===== config.mk =====
export PLATFORM = sky130hd
export DESIGN_NAME = low_freq_fir
export DESIGN_NICKNAME = d
export VERILOG_FILES = /design/src/rtl/low_freq_fir.sv
export SDC_FILE = /design/constraint.sdc
export NUM_CORES = 1
export LEC_CHECK = 0
export CORE_MARGIN = 4
export CORE_UTILIZATION = 60
export CTS_CLUSTER_DIAMETER = 80
export DETAILED_ROUTE_END_ITERATION = 16
export HOLD_SLACK_MARGIN = 0.15
export PLACE_DENSITY = 0.79
export SKIP_CTS_REPAIR_TIMING = 1
export SYNTH_ARGS = -nofsm -noshare
export SYNTH_HDL_FRONTEND = slang
export SYNTH_SLANG_ARGS = --single-unit

===== constraint.sdc =====
create_clock -name clk -period 14.15 [get_ports clk]
set_input_delay 1.415 -clock clk [delete_from_list [all_inputs] [get_ports clk]]
set_output_delay 1.415 -clock clk [all_outputs]
set_load 0.01 [all_outputs]

===== src/rtl/low_freq_fir.sv =====
// Low-band FIR stage: multiply-accumulates one swept window of queue samples against
// ROM coefficients and emits one saturated 16-bit result per completed sweep.
module low_freq_fir #(
  parameter int NUM_TAPS = 1021,
  parameter int ACC_W    = 42,
  parameter int ADDR_W   = 10
) (
  input  logic                     clk,
  input  logic                     rst,
  input  logic                     sequencing,
  input  logic signed [15:0]       smpl_in,
  input  logic signed [15:0]       coeff,
  output logic        [ADDR_W-1:0] coeff_addr,
  output logic signed [15:0]       filt_out,
  output logic                     filt_vld,
  output logic                     busy
);

  typedef enum logic [1:0] {IDLE, MAC, DONE} state_t;

  localparam logic [ADDR_W-1:0] LAST_TAP = ADDR_W'(NUM_TAPS - 1);

  state_t                    state;
  logic signed [ACC_W-1:0]   acc;
  logic        [ADDR_W-1:0]  tap_cnt;
  logic signed [31:0]        prod;
  logic signed [ACC_W-1:0]   prod_ext;
  logic signed [ACC_W-1:0]   shifted;
  logic        [ACC_W-16:0]  upper;
  logic signed [15:0]        sat;

  assign prod     = smpl_in * coeff;
  assign prod_ext = {{(ACC_W-32){prod[31]}}, prod};
  assign shifted  = acc >>> 15;
  assign upper    = shifted[ACC_W-1:15];

  // The result fits in 16 bits only when every bit from bit 15 upward agrees with the sign.
  always_comb begin
    sat = shifted[15:0];
    if (!((&upper) || (~|upper)))
      sat = upper[ACC_W-16] ? 16'sh8000 : 16'sh7FFF;
  end

  always_ff @(posedge clk) begin
    if (rst) begin
      state      <= IDLE;
      coeff_addr <= '0;
      filt_out   <= '0;
      filt_vld   <= 1'b0;
      busy       <= 1'b0;
      acc        <= '0;
      tap_cnt    <= '0;
    end else begin
      case (state)
        IDLE: begin
          filt_vld   <= 1'b0;
          coeff_addr <= '0;
          if (sequencing) begin
            acc        <= '0;
            tap_cnt    <= '0;
            coeff_addr <= ADDR_W'(1);
            busy       <= 1'b1;
            state      <= MAC;
          end
        end
        MAC: begin
          filt_vld <= 1'b0;
          if (!sequencing) begin
            acc        <= '0;
            tap_cnt    <= '0;
            coeff_addr <= '0;
            busy       <= 1'b0;
            state      <= IDLE;
          end else begin
            acc <= acc + prod_ext;
            // Hold address and count on the last tap so neither runs past the window.
            if (tap_cnt == LAST_TAP) begin
              state <= DONE;
            end else begin
              tap_cnt    <= tap_cnt + ADDR_W'(1);
              coeff_addr <= coeff_addr + ADDR_W'(1);
            end
          end
        end
        DONE: begin
          filt_out   <= sat;
          filt_vld   <= 1'b1;
          coeff_addr <= '0;
          tap_cnt    <= '0;
          busy       <= 1'b0;
          state      <= IDLE;
        end
        default: begin
          filt_vld   <= 1'b0;
          coeff_addr <= '0;
          busy       <= 1'b0;
          state      <= IDLE;
        end
      endcase
    end
  end

endmodule


==> metrics.yaml <==
drt-wirelength-per-cell_um: 17.8
root_buffer: "clkbuf_16"
viasPerCell: 5.60
cts_tree: "yes"
worst_slew_pin_slew_ns: 1.10
coreArea_um2: 26000
start_kind: "input pin"
max_freq_ghz: 0.115
final_nets: 2249
slew_headroom_pct: 26.4
grt_max_degree: 44
grt_pass1_vias: 12900
final_cell_mix: "inv_1, fa_1, nand2_1"
setup_viol: 0
final_hold_viol_count: 0
place.gp.congestion: 0.900
drt-pass1-iter-count: 8
io_buffer_count: 62
synth_ff_type: "dfxtp_1"
drive_above_1_share_pct: 2.22
fin_setup_tns_ns: 0
synthCells: 1731
placed_cells: 2078
num_rows: 59
max_stage_delay_ns: 0.89
crit_family: "adder cells"
final_common_cell: "inv_1"
ys_types: 50
period_share_pct: 61.4
cp.buffers_inverters: 6
ys_warn_count: 0
status: "complete, no violations"
synthTopCellsByArea: "fa_1, dfxtp_1, inv_1"
cts-htree-levels: 3
die_x_um: 170
synthDominantCellAreaShare_pct: 42.9
cts_inserted_buffers: 9
fin_crit_ns: 8.69
die_area_um2: 28900
netlist_area_um2: 15800
yosysTopAreaCell: "fa_1"
setup_slack_ns: 5.46
fin_worst_skew_ns: 0.0122
postSynth.asyncResetShare_pct: 0
cts_buffer_depth: 2
critical_path.most_common_cell: "fa_1"
drtAntennaViolNets: 0
slowest_stage: "fa_1"
cp_cell_sequence: "clkdlybuf4s50_1, nand2_1, inv_1, fa_1, inv_1, fa_1, fa_1, fa_1, inv_1, fa_1, inv_1, fa_1, inv_1, ha_1, and3_1, and2_1, and2_1, a221oi_2, a31oi_1, or2_4, a21oi_1, xor2_1, o21ai_1"
drc: 0
reg2reg_depth: 19
cp.depth: 23
drv_slew: 0
ioPinCount: 63
synth.net_count: 2226
ys_seq_elements: 82
grt_usage_pct: 27.4
grt_pass1_wl_mm: 63.7
hold_class: "flop to flop"
cp-end-kind: "flop"
crit_fanout: 16
cts.clk_slew.worst_paths_ns: 0.07
synth_seq_area_share_pct: 10.4
synth_edf_count: 0
final_util_pct: 65.2
antenna_found_initial: 0
hpwl_mm: 30.4
rrSetupSlack_ns: 8.55
syn2layout_area_growth_pct: 7.38
cts_sinks: 82
n_antenna_cell: 0
insertion_delay_ns: 0.35
grt_overflow: 0
syn_area_per_cell_um2: 9.11
rsz0062_at_grt: "false"
drt_iter0_markers: 686
die_h_um: 170
arrival_ns: 8.89
cap_violations: 0
vias: 11700
start_util_pct: 60.7
stdcell_count: 2094
wl_mm: 37.3
crit_required_ns: 14.34
post-place-ws_ns: 5.16
critPathKind: "input pin to flop"
hold_path_depth: 2
==> layer usage <==
metal / vias up / global-route usage [%] / wire length (um)
li1: 5275 / - / -
met1: 5927 / 35.8 / 14900
met2: 416 / 47.1 / 18600
met3: 109 / 3.34 / 2120
met4: 0 / 10.4 / 1670
met5: - / 0 / 0
==> flip-flops by register name (all words and copies together), names as in the netlist <==
register,flops
acc,42
tap_cnt,10
busy,1
filt_vld,1
filt_out,16
state,2
coeff_addr,10
==> area by class of cell <==
class / instances / area, um^2
clock inverter: 7 / 61.3
inverter: 420 / 1580
clock buffer: 9 / 225
fill: 2083 / 9050
sequential: 82 / 1640
multi-input combinational: 1171 / 12300
timing repair buffer: 70 / 681
tap: 335 / 419
==> final timing paths <==
check	end	startpoint
worst max-delay path	acc[39]	coeff[1]
worst min-delay path	filt_out[3]	filt_out[3]
worst max register to register	acc[39]	acc[15]
worst min register to register	filt_out[3]	filt_out[3]
==> logic make-up (layout without fill, tap and decap cells) <==
group                      Yosys count  in the layout  share of synthesized area [%]
AOI/OAI and AO/OA                  198            198                           8.47
xor gates and xnor gates            59             59                           3.28
adders and majority gates          461            461                           52.7
buffers and inverters              478            506                           11.4
DFF                                 82             82                           10.4
and+or+nand+nor                    453            453                           13.8
==> stage by stage <==
stage               hold slack [ns]  instance area, um^2
floorplan                     0.432                15800
global placement              0.441                16600
detailed placement            0.452                16600
CTS                           0.463                16900
global route                  0.488                16900
finish                        0.458                16900
==> worst min-delay path: stages (launching register included) <==
cell and delay, ns:
dfxtp_1 0.31, nand2_1 0.05, a21oi_1 0.05
==> synthesized netlist by cell type (all sizes together), types with 3 or more instances <==
library cell  count
a21oi            46
nand3             6
nand2b           15
fa              338
clkbuf           54
o211ai            7
and3              6
nor2             88
o21ai            43
a311oi           13
a31oi             8
nor4              3
buf               4
xnor2            27
nor2b             4
o21a              4
or2               4
and2            125
xor2             32
nand2           173
inv             420
a22oi            18
or3               6
nor3              8
a22o              7
ha              122
a211oi            8
nand4            14
o21bai            9
dfxtp            82
a21o             23
Power is not shown: default switching activity piles up to over one toggle a cycle in this logic, so the estimate is an artifact.
